==> src/rtl/uart_rx_top_if.sv <==
// Serial-receive front-end signal bundle: line, enable and divider in, FIFO status out.
interface uart_rx_top_if #(
    parameter int DATA_WIDTH = 8
);
    logic                    active_i_top_rx;
    logic                    data_i_serial_top_rx;
    logic [2*DATA_WIDTH:0]   baud_div_top_rx;
    logic                    full_o_top_rx;
    logic                    empty_o_top_rx;

    modport master (
        output active_i_top_rx,
        output data_i_serial_top_rx,
        output baud_div_top_rx,
        input  full_o_top_rx,
        input  empty_o_top_rx
    );

    modport slave (
        input  active_i_top_rx,
        input  data_i_serial_top_rx,
        input  baud_div_top_rx,
        output full_o_top_rx,
        output empty_o_top_rx
    );
endinterface

==> src/rtl/uart_rx_top.sv <==
// 8N1 UART receiver with programmable baud divider feeding a write-only capture FIFO.
module fifo_uart_rx #(
    parameter int DATA_WIDTH = 8,
    parameter int FIFO_DEPTH = 32
) (
    input  logic                  clk,
    input  logic                  rst,
    input  logic                  wr_en,
    input  logic [DATA_WIDTH-1:0] wr_data,
    output logic                  full,
    output logic                  empty
);
    localparam int ADDR_WIDTH = $clog2(FIFO_DEPTH);

    logic [DATA_WIDTH-1:0] array_reg [0:FIFO_DEPTH-1];
    logic [ADDR_WIDTH-1:0] wr_ptr;
    logic [ADDR_WIDTH:0]   count;

    always_ff @(posedge clk) begin
        if (rst) begin
            for (int unsigned i = 0; i < FIFO_DEPTH; i++) begin
                array_reg[i] <= '0;
            end
            wr_ptr <= '0;
            count  <= '0;
        end else if (wr_en && (count != (ADDR_WIDTH+1)'(FIFO_DEPTH))) begin
            array_reg[wr_ptr] <= wr_data;
            wr_ptr            <= wr_ptr + 1'b1;
            count             <= count + 1'b1;
        end
    end

    // Flags trail count by one clock.
    always_ff @(posedge clk) begin
        if (rst) begin
            full  <= 1'b0;
            empty <= 1'b1;
        end else begin
            full  <= (count == (ADDR_WIDTH+1)'(FIFO_DEPTH));
            empty <= (count == '0);
        end
    end
endmodule

module uart_rx_top #(
    parameter int DATA_WIDTH = 8,
    parameter int FIFO_DEPTH = 32
) (
    input logic          clk_i_top_rx,
    input logic          rstn_i_top_rx,
    uart_rx_top_if.slave bus
);
    localparam int BW    = 2*DATA_WIDTH + 1;
    localparam int IDX_W = (DATA_WIDTH > 1) ? $clog2(DATA_WIDTH) : 1;

    typedef enum logic [2:0] {IDLE, START, DATA, STOP, WAIT_HIGH} state_t;

    state_t                state, state_nx;
    logic [BW-1:0]         baud_q, cnt, half;
    logic [IDX_W-1:0]      idx;
    logic [DATA_WIDTH-1:0] shift;
    logic                  line, active;
    logic                  half_end, bit_end, last_bit;
    logic                  start_det, sample_bit, wr_en;

    assign line     = bus.data_i_serial_top_rx;
    assign active   = bus.active_i_top_rx;
    assign half     = baud_q >> 1;
    assign half_end = (cnt == half - BW'(1));
    assign bit_end  = (cnt == baud_q - BW'(1));
    assign last_bit = (idx == IDX_W'(DATA_WIDTH-1));

    always_ff @(posedge clk_i_top_rx) begin
        if (rstn_i_top_rx) state <= IDLE;
        else               state <= state_nx;
    end

    always_comb begin
        state_nx = state;
        if (!active) begin
            state_nx = IDLE;
        end else begin
            case (state)
                IDLE:      if (!line) state_nx = START;
                START:     if (half_end) state_nx = line ? IDLE : DATA;
                DATA:      if (bit_end && last_bit) state_nx = STOP;
                STOP:      if (bit_end) state_nx = line ? IDLE : WAIT_HIGH;
                WAIT_HIGH: if (line) state_nx = IDLE;
                default:   state_nx = IDLE;
            endcase
        end
    end

    always_comb begin
        start_det  = 1'b0;
        sample_bit = 1'b0;
        wr_en      = 1'b0;
        if (active) begin
            case (state)
                IDLE:    start_det  = !line;
                DATA:    sample_bit = bit_end;
                STOP:    wr_en      = bit_end && line;
                default: ;
            endcase
        end
    end

    // Divider is captured at start detection so mid-frame changes wait for the next frame.
    always_ff @(posedge clk_i_top_rx) begin
        if (rstn_i_top_rx) begin
            cnt    <= '0;
            idx    <= '0;
            shift  <= '0;
            baud_q <= '0;
        end else begin
            if (start_det) begin
                cnt    <= '0;
                baud_q <= bus.baud_div_top_rx;
            end else if (state == START) begin
                cnt <= half_end ? '0 : cnt + BW'(1);
            end else if (state == DATA || state == STOP) begin
                cnt <= bit_end ? '0 : cnt + BW'(1);
            end
            if (state == START && half_end) idx <= '0;
            if (sample_bit) begin
                shift[idx] <= line;
                idx        <= idx + IDX_W'(1);
            end
        end
    end

    fifo_uart_rx #(
        .DATA_WIDTH(DATA_WIDTH),
        .FIFO_DEPTH(FIFO_DEPTH)
    ) fifo_uart_rx_inst (
        .clk     (clk_i_top_rx),
        .rst     (rstn_i_top_rx),
        .wr_en   (wr_en),
        .wr_data (shift),
        .full    (bus.full_o_top_rx),
        .empty   (bus.empty_o_top_rx)
    );
endmodule

==> src/flat_wrapper.sv <==
// flat-port wrapper written by rule: the top's interface ports become plain ports
module uart_rx_top_flat 
#(
    parameter int DATA_WIDTH = 8,
    parameter int FIFO_DEPTH = 32
)
  (clk_i_top_rx, rstn_i_top_rx, bus_active_i_top_rx, bus_data_i_serial_top_rx, bus_baud_div_top_rx, bus_full_o_top_rx, bus_empty_o_top_rx);
  uart_rx_top_if #(.DATA_WIDTH(DATA_WIDTH)) bus_i ();
  input logic clk_i_top_rx;
  input logic rstn_i_top_rx;
  input wire logic [$bits(bus_i.active_i_top_rx)-1:0] bus_active_i_top_rx;
  input wire logic [$bits(bus_i.data_i_serial_top_rx)-1:0] bus_data_i_serial_top_rx;
  input wire logic [$bits(bus_i.baud_div_top_rx)-1:0] bus_baud_div_top_rx;
  output wire logic [$bits(bus_i.full_o_top_rx)-1:0] bus_full_o_top_rx;
  output wire logic [$bits(bus_i.empty_o_top_rx)-1:0] bus_empty_o_top_rx;
  assign bus_i.active_i_top_rx = bus_active_i_top_rx;
  assign bus_i.data_i_serial_top_rx = bus_data_i_serial_top_rx;
  assign bus_i.baud_div_top_rx = bus_baud_div_top_rx;
  assign bus_full_o_top_rx = bus_i.full_o_top_rx;
  assign bus_empty_o_top_rx = bus_i.empty_o_top_rx;
  uart_rx_top #(.DATA_WIDTH(DATA_WIDTH), .FIFO_DEPTH(FIFO_DEPTH)) u_core (.clk_i_top_rx(clk_i_top_rx), .rstn_i_top_rx(rstn_i_top_rx), .bus(bus_i));
endmodule
==> config.mk <==
export PLATFORM = sky130hd
export DESIGN_NAME = uart_rx_top_flat
export DESIGN_NICKNAME = d
export VERILOG_FILES = /design/src/rtl/uart_rx_top_if.sv /design/src/rtl/uart_rx_top.sv /design/src/flat_wrapper.sv
export SDC_FILE = /design/constraint.sdc
export NUM_CORES = 1
export LEC_CHECK = 0
export ABC_CLOCK_PERIOD_IN_PS = 3500
export BUFFER_PORTS_ARGS = -buffer_cell sky130_fd_sc_hd__buf_2
export CELL_PAD_IN_SITES_DETAIL_PLACEMENT = 0
export CELL_PAD_IN_SITES_GLOBAL_PLACEMENT = 1
export CORE_MARGIN = 4
export CORE_UTILIZATION = 47
export CTS_BUF_LIST = sky130_fd_sc_hd__clkbuf_8
export DETAILED_ROUTE_END_ITERATION = 12
export MAX_ROUTING_LAYER = met4
export PLACE_DENSITY = 0.94
export SLEW_MARGIN = 20
export SYNTH_ARGS = -nofsm -noshare
export SYNTH_HDL_FRONTEND = slang
export SYNTH_SLANG_ARGS = --single-unit
==> constraint.sdc <==
create_clock -name clk_i_top_rx -period 3.5 [get_ports clk_i_top_rx]
set_input_delay 0.175 -clock clk_i_top_rx [delete_from_list [all_inputs] [get_ports clk_i_top_rx]]
set_output_delay 0.175 -clock clk_i_top_rx [all_outputs]
set_load 0.005 [all_outputs]
* Yosys cells after proc, flatten, opt, wreduce, memory -nomap -nowiden *
Cells that the tools add are included.

operators by class
  equality and inequality tests = 14
  mux-type cells = 20
  $add $sub $neg = 5
  bitwise gates (word level) = 1
  reduce and logical (&&, ||, !) cells = 13

operator list
  kind                                                    count
  two-way mux 17 bit                                      4
  equality test 17 bit                                    2
  two-way mux 3 bit                                       8
  adder 17 x 1 -> 17 bit (second input constant)          1
  subtractor 16 x 1 -> 17 bit (second input constant)     1
  subtractor 17 x 1 -> 17 bit (second input constant)     1
  case mux 3 bit (5 select lines)                         1
  adder 6 x 1 -> 6 bit (second input constant)            1
  equality test 3 x 2 -> 1 bit (second input constant)    2
  equality test 3 bit (second input constant)             2
  equality test 6 bit (second input constant)             1
  zero test 6 bit                                         1
  two-way mux 1 bit                                       6
  inequality test 2 x 1 -> 1 bit (second input constant)  3
  inequality test 6 bit (second input constant)           1
  AND reduction 5 bit                                     1
  logical AND 1 bit                                       4
  inequality test 2 bit (second input constant)           2
  nonzero test 2 bit                                      2
  OR reduction 2 bit                                      2
  adder 3 x 1 -> 3 bit (second input constant)            1
  equality test 3 x 1 -> 1 bit (second input constant)    1
  zero test 3 bit                                         1
  two-way mux 2 bit                                       1
  other kinds (3)                                         3

word-level totals
  bits of input ports = 21
  register bits = 48
  output and inout port bits = 2

* Depth between registers and ports, before layout *
Gate-level depths: netlist (run 1).

  depth in word-level cells = 6
  depth in mapped cells = 12
  mapped depth without buffers = 10

* Modules after synthesis *
From an unflattened synthesis (run 1), not the netlist that was laid out.

second synthesis, totals
  cells, all modules = 490
  area, all modules = 3822.4 um^2

modules (own cells, without submodules)
  module        area an instance (um^2)  seq. area each (um^2)  times used  cells each
  uart_rx_top   3417.0                   960.9                  1           446
  fifo_uart_rx  405.4                    160.2                  1           44

* Worst setup path before layout (run 1) *
No wires, ideal clock.

  path kind = register to register
  from = register u_core.baud_q[2]
  to = register u_core.cnt[15]
  setup time = 134 ps
  buffers on the path = 2
  cell stages (with the launch flop) = 13
  period minus slack after synthesis = 3008 ps
  arrival = 2874 ps
  required time = 3366 ps
  setup slack = 492 ps
  cells stage by stage = dfxtp_1 clkbuf_1 inv_1 ha_1 nor2b_1 a31oi_1 a2111oi_0 nand3_1 nor4_1 nor4b_1 o21a_1 buf_2 nor4_1

on the way
  longest elaborated chain between the ends = 5
  elaborated cells between the ends (all ways) = 8
  classes of those cells = add/sub: 2; eq/ne: 2; mux: 4

RTL lines
  element                      line                RTL
  start: declaration           uart_rx_top.sv:59   logic [BW-1:0] baud_q, cnt, half;
  start signal: assignment     uart_rx_top.sv:118  baud_q <= bus.baud_div_top_rx;
  subtractor 17 x 1 -> 17 bit  uart_rx_top.sv:70   assign bit_end = (cnt == baud_q - BW'(1));
  equality test 17 bit         uart_rx_top.sv:70
  two-way mux 17 bit           uart_rx_top.sv:122  cnt <= bit_end ? '0 : cnt + BW'(1);
  two-way mux 17 bit           uart_rx_top.sv:121  end else if (state == DATA || state == STOP) begin
  two-way mux 17 bit *         uart_rx_top.sv:119  end else if (state == START) begin
  end signal: assignment       uart_rx_top.sv:120  cnt <= half_end ? '0 : cnt + BW'(1);
  end signal: assignment       uart_rx_top.sv:122
  end: declaration             uart_rx_top.sv:59

Every way passes the cells marked *; elsewhere a longest branch is shown, timed or not. The select of a mux whose other input is x is not followed.
A chain may end at the register's enable or synchronous reset.

* Worst setup path after layout (run 1) *
  from = register u_core.baud_q[1]
  to = register u_core.idx[2]

on the way
  longest elaborated chain between the ends = 5
  elaborated cells between the ends (all ways) = 9
  classes of those cells = add/sub: 2; eq/ne: 2; mux: 3; reduce/logical: 2

RTL lines
  element                                                         line                RTL
  subtractor 17 x 1 -> 17 bit                                     uart_rx_top.sv:70
  equality test 17 bit                                            uart_rx_top.sv:70
  two-way mux 1 bit                                               uart_rx_top.sv:99   case (state)
  two-way mux 1 bit                                               uart_rx_top.sv:98   if (active) begin
  two-way mux 3 bit / nonzero test 2 bit (equally long branches)  -
  end signal: assignment                                          uart_rx_top.sv:127  idx <= idx + IDX_W'(1);
  end: declaration                                                uart_rx_top.sv:60   logic [IDX_W-1:0] idx;

Parallel ways exist; a longest one is shown, timed or not.

==> results.yml, run 1 <==
sta:
  finalCriticalPeriod_ns: 3.25
  grt_setup_unrepaired: "false"
  drv_slew: 0
  relSlewSlack_pct: 37.2
  period_share_pct: 92.8
  final_hold_viol_count: 0
  tightest_slew_ns: 0.942
  fin_ws_ns: 0.252
  fmax_ghz: 0.308
  setup_viol: 0
  finalClockSkew_ns: 0.00964
setup_path:
  end_kind: "register"
  crit_path_start_kind: "register"
  r2r-start: "u_core.baud_q[1]"
  rr_endpoint: "u_core.idx[2]"
  cp.arrival_ns: 3.45
  cp-startpoint: "u_core.baud_q[1]"
  crit_path_end: "u_core.idx[2]"
  ff2ff_setup_slack_ns: 0.25
  crit_type: "register to register"
  reg2regPathDepth: 10
  crit_path_max_fanout: 9
  required_ns: 3.71
layout:
  fin_nets: 460
  num_antenna_cells: 0
  fillCellCount: 671
  syn_to_final_growth_pct: 8.40
  drive_gt1_share_pct: 12.7
clock_tree:
  cts_setup_buffers: 0
  cts_sinks: 48
  cts_tree: "yes"
  cts_root_buf: "clkbuf_8"
  worstSkewPairLatency_ns: 0.30
  cts_buffers: 5
  clock_path_buffers: 2
  clk_pin_slew_ns: 0.09
  htree_levels: 2
drt:
  ant_nets: 0
  vias: 3075
  drt_pre_antenna_iters: 5
  avgViaCountPerCell: 5.82
  wl_per_cell_um: 15.3
  drtIter0Drc: 197
  drc_errors: 0
  wl_um: 8080
floorplanning:
  ios: 23
  num_rows: 30
  die_h_um: 92.1
  dieArea_um2: 8480
  core_um2: 6830
  die_w_um: 92.1
  start_util_pct: 48.6
power:
  pwr-share-clk_pct: 28.1
  p_int_uw: 837
  leakage_uw: 0.00131
  power_frac_comb_pct: 23.7
  p_seq_share_pct: 48.2
  sw_frac_of_total_pct: 30.7
  switching_power_uw: 371
  power_density_nw_per_um2: 335
  total_power_uw: 1210
  vdd_ir_drop_max_mv: 0.330
yosys:
  synth_edf_count: 0
  yosysMostFrequentCell: "nand2_1"
  syn_inst: 428
  synthFlopType: "dfxtp_1"
  synth_area_leaders: "dfxtp_1, xnor2_1, xor2_1, nand2_1, nor4_1"
  synth-seq-area-share_pct: 28.9
  yosysUniqueCellTypes: 60
  synth_nets: 456
  avgSynthCellArea_um2: 7.76
  synth.top_cell.area_share_pct: 28.9
  synth_top_cell_by_area: "dfxtp_1"
  netlist_top_cells_count: "nand2_1, dfxtp_1, xnor2_1"
  ys_ff_latch: 48
  ys_warn_count: 0
  synth_area_um2: 3320
  ys_async_sr_fraction_pct: 0
placed_design:
  io_buffers: 22
  place_congestion: 0.999
  dp_slack_ns: -0.0449
  dp_hpwl_um: 6110
min_path:
  min_path_type: "input pin to register"
job:
  drv_cap: 0
global_route:
  antenna_found_initial: 0
  overflow: 0
  grt_usage_pct: 19.6
  grt_pass1_wl_um: 13200
  grt_max_degree: 53
  grt_pass1_vias: 2768
status:
  status: "complete, no violations"
## how the worst min path moves through the flow
| stage | startpoint | endpoint | slack (ns) | cells past startpoint |
|---|---|---|---|---|
| floorplan | bus_baud_div_top_rx[7] | u_core.baud_q[7] | 0.31 | 2 |
| global placement | bus_baud_div_top_rx[14] | u_core.baud_q[14] | 0.41 | 3 |
| detailed placement | bus_baud_div_top_rx[6] | u_core.baud_q[6] | 0.42 | 3 |
| CTS | bus_baud_div_top_rx[6] | u_core.baud_q[6] | 0.09 | 3 |
| global route | bus_baud_div_top_rx[5] | u_core.baud_q[5] | 0.1 | 3 |
| finish | bus_baud_div_top_rx[6] | u_core.baud_q[6] | 0.10 | 3 |
## per-stage QoR
stage          std cells  hold slack [ns]  area (µm²)  setup TNS [ns]  util (%)
2_1_floorplan        428            0.311        3320               0         -
3_3_place_gp         521            0.415        3480          -0.570      51.0
3_5_place_dp         521            0.421        3480          -0.563      51.0
4_1_cts              528           0.0924        3580               0      52.3
5_1_grt              528           0.0976        3600               0      52.7
6_report             528            0.104        3600               0      52.7
## cell usage in the layout, fill, tap and decap left out, types with 6 or more instances in the layout
cell type | netlist | final
nand2_1 | 57 | 57
dfxtp_1 | 48 | 48
xnor2_1 | 36 | 36
a21oi_1 | 26 | 26
xor2_1 | 25 | 25
nor2_1 | 23 | 23
nor4_1 | 23 | 23
buf_2 | 2 | 22
nand3_1 | 17 | 17
inv_1 | 14 | 14
nand4_1 | 11 | 11
buf_4 | 2 | 11
a31oi_1 | 9 | 9
nor3_1 | 8 | 8
and3_1 | 7 | 7
o21ai_0 | 7 | 7
ha_1 | 7 | 7
nand2b_1 | 6 | 6
or3_1 | 6 | 6
clkbuf_8 | 0 | 6
## registers in the layout, summed over array words and instances (netlist names)
register and flops:
u_core.baud_q 17, u_core.cnt 17, u_core.fifo_uart_rx_inst.count 6, u_core.fifo_uart_rx_inst.empty 1, u_core.fifo_uart_rx_inst.full 1, u_core.idx 3, u_core.state 3
## cell families (layout without fill, tap and decap cells)
group                    after synthesis  count (layout)  share of synthesized area [%]
multiplexers                           7               7                           2.18
buffers and inverters                 50              54                           6.17
adder cells (fa/ha/maj)                7               7                           2.64
AO/OA/AOI/OAI                         65              65                           12.3
AND/OR/NAND/NOR                      189             189                           31.2
flip-flops                            48              48                           28.9
XOR/XNOR                              62              62                           16.6
## area by class of cell
cell class,count,area [µm²],share of cell area (%)
clock buffer,6,82.6,2.29
clock inverter,1,8.76,0.243
inverter,14,52.6,1.46
multi-input combinational,330,2180,60.6
sequential,48,961,26.7
tap,96,120,3.33
timing repair buffer,33,193,5.35
## power by group through the flow
stage	combinational [µW]	sequential, µW	clock [µW]
final	287	582	339
after global routing	314	585	374
after CTS	279	581	350
after detailed placement	277	594	0
after global placement	271	594	0
after floorplan	229	576	0
## routing by layer
layer  up-vias  global-route usage, %  wire length [µm]
met1      1469                   24.2              3640
met4         0                   7.80               184
met3        13                   2.46               283
met5         -                      -                 0
met2        74                   32.5              3970
li1       1519                      -                 -
## critical path, cell delays in order (launching register included)
cell	delay, ns
dfxtp_1	0.38
inv_1	0.10
ha_1	0.28
nor2b_2	0.30
nand3_1	0.12
o31ai_2	0.35
nand3_1	0.11
or3b_1	0.38
or4b_4	0.53
or4b_1	0.51
o221ai_1	0.08
## timing repair
item / in CTS / in global routing
gates cloned: 0 / 0
hold buffers: 0 / 0
endpoints found under the setup margin: 18 / 23
resized for setup: 1 / 5
No activity file was read; power rests on OpenSTA's default activity.
==> run 2, diff against run 1 <==
- CORE_MARGIN: 4 -> not set
- CTS_BUF_LIST: sky130_fd_sc_hd__clkbuf_8 -> sky130_fd_sc_hd__clkbuf_2
==> run 2 against run 1 <==
- hold slack got worse by 0.060 ns
- clock skew is 0.012 ns higher
- die area is 13% lower
- design area grew 2.5%
- core utilization increased by 1.6 points
- critical path depth did not move
- critical path type unchanged
- critical endpoint is now u_core.state[0]
==> results.yml, run 2 (synthesis results as in run 1) <==
status:
  status: "complete, no violations"
setup_path:
  critPathTopFamily: "simple AND/OR/NAND/NOR gates"
  cp.arrival_ns: 3.61
  crit_type: "register to register"
  cpMaxStageDelayCell: "a2111oi_1"
  path_cells: "inv_1, ha_1, nor2b_2, a31oi_1, a2111oi_1, nand3_1, nor4_1, nor3b_1, a21oi_1, o31a_1"
  crit_path_start_kind: "register"
  slowest_delay_ns: 0.56
  crit_path_max_fanout: 9
  required_ns: 3.85
  path_buf_inv: 1
  end_kind: "register"
placed_design:
  placed_cells: 518
  place_congestion: 0.980
  io_buffers: 22
  dp_hpwl_um: 5880
global_route:
  grt_pass1_vias: 2787
  overflow: 0
  antenna_found_initial: 0
  grt_usage_pct: 23.6
  grt.busiest_layer: "met2"
  grt_max_degree: 53
  met2_usage_pct: 40.5
  grt_pass1_wl_um: 13500
  met1_usage_pct: 29.2
  grt_use_met3_pct: 3.46
sta:
  finalCriticalPeriod_ns: 3.26
  drv_slew: 0
  setup-tns-final_ns: 0
  finalClockSkew_ns: 0.0221
  setup_viol: 0
  final_hold_viol_count: 0
  fmax_ghz: 0.307
  holdWs_ns: 0.0435
  tightest_slew_ns: 0.925
  grt_setup_unrepaired: "false"
  relSlewSlack_pct: 38.3
  period_share_pct: 93.2
drt:
  drc_errors: 0
  wl_um: 8010
  avgViaCountPerCell: 5.68
  ant_nets: 0
  vias: 3082
  drtIter0Drc: 165
  drt_pre_antenna_iters: 5
  wl_per_cell_um: 14.7
floorplanning:
  dieArea_um2: 7410
  die_h_um: 86.1
  num_rows: 30
  start_util_pct: 48.9
  core_um2: 6790
  ios: 23
  die_w_um: 86.1
clock_tree:
  cts_sinks: 48
  cts_buffers: 5
  cts_root_buf: "clkbuf_2"
  htree_levels: 2
  cts_setup_buffers: 0
  cts_tree: "yes"
  clk_pin_slew_ns: 0.24
  worstSkewPairLatency_ns: 0.44
  clock_path_buffers: 2
power:
  leakage_uw: 0.00135
  vdd_ir_drop_max_mv: 0.133
  power_density_nw_per_um2: 301
layout:
  final_cell_mix: "nand2_1, dfxtp_1, xnor2_1"
  final_common_cell: "nand2_1"
  reg_top3: "u_core.baud_q: 17 flops, u_core.cnt: 17 flops, u_core.fifo_uart_rx_inst.count: 6 flops"
  final_util_pct: 54.4
  fillCellCount: 650
  fin_nets: 474
  regArea_um2: 961
  syn_to_final_growth_pct: 11.1
  multi_input_area_um2: 2180
  stdcell_count: 543
  num_antenna_cells: 0
  drive_gt1_share_pct: 11.4
min_path:
  min_path_type: "input pin to register"
job:
  drv_cap: 0
==> run 2: cell type report <==
cell class | instances | share of cell area (%)
flip-flops and latches | 48 | 26.0
repair buffers | 47 | 9.21
clock inverters | 2 | 0.305
clock buffers | 6 | 0.813
inverters | 14 | 1.42
well taps | 96 | 3.25
multi-input cells | 330 | 59.0
==> run 2: worst paths after layout <==
path	end	slack, ns	cells after the start	start
setup / recovery	u_core.state[0]	0.24	10	u_core.baud_q[1]
hold / removal	u_core.state[1]	0.04	3	bus_active_i_top_rx
setup reg to reg	u_core.state[0]	0.24	10	u_core.baud_q[1]
hold reg to reg	u_core.fifo_uart_rx_inst.full	0.50	2	u_core.fifo_uart_rx_inst.count[5]
==> run 2: power by group <==
part	internal, µW	leakage, µW	switching (µW)	total (µW)
Clock	49.8	0.0000266	182	231
Combinational	130	0.000933	165	295
Sequential	559	0.000389	26.1	585
Total	739	0.00135	372	1110
==> run 2: per-stage QoR <==
step | power [µW] | setup slack [ns] | area (µm²)
finish | 1110 | 0.238 | 3690
CTS | 1110 | 0.0704 | 3680
global route | 1170 | 0.0143 | 3690
global placement | 862 | -0.00454 | 3460
floorplan | 805 | 0.492 | 3320
detailed placement | 866 | -0.0334 | 3460
==> run 2: worst reg2reg max path, cell delays in order (launching register included) <==
cell and delay (ns):
dfxtp_1 0.42, inv_1 0.10, ha_1 0.30, nor2b_2 0.32
a31oi_1 0.14, a2111oi_1 0.56, nand3_1 0.15, nor4_1 0.37
nor3b_1 0.39, a21oi_1 0.13, o31a_1 0.31
==> run 2: what timing repair did <==
action,4_1_cts,5_1_grt
pin swaps,0,0
hold buffers,17,0
endpoints found under the hold margin,17,0
endpoints found under the setup margin,19,21
resized for setup,2,3
==> run 2: per-layer routing <==
metal,part of all wire (%),vias to the layer above
li1,-,1542
met1,45,1461
met2,50,67
met3,3.5,12
met4,1.4,0
met5,0,-
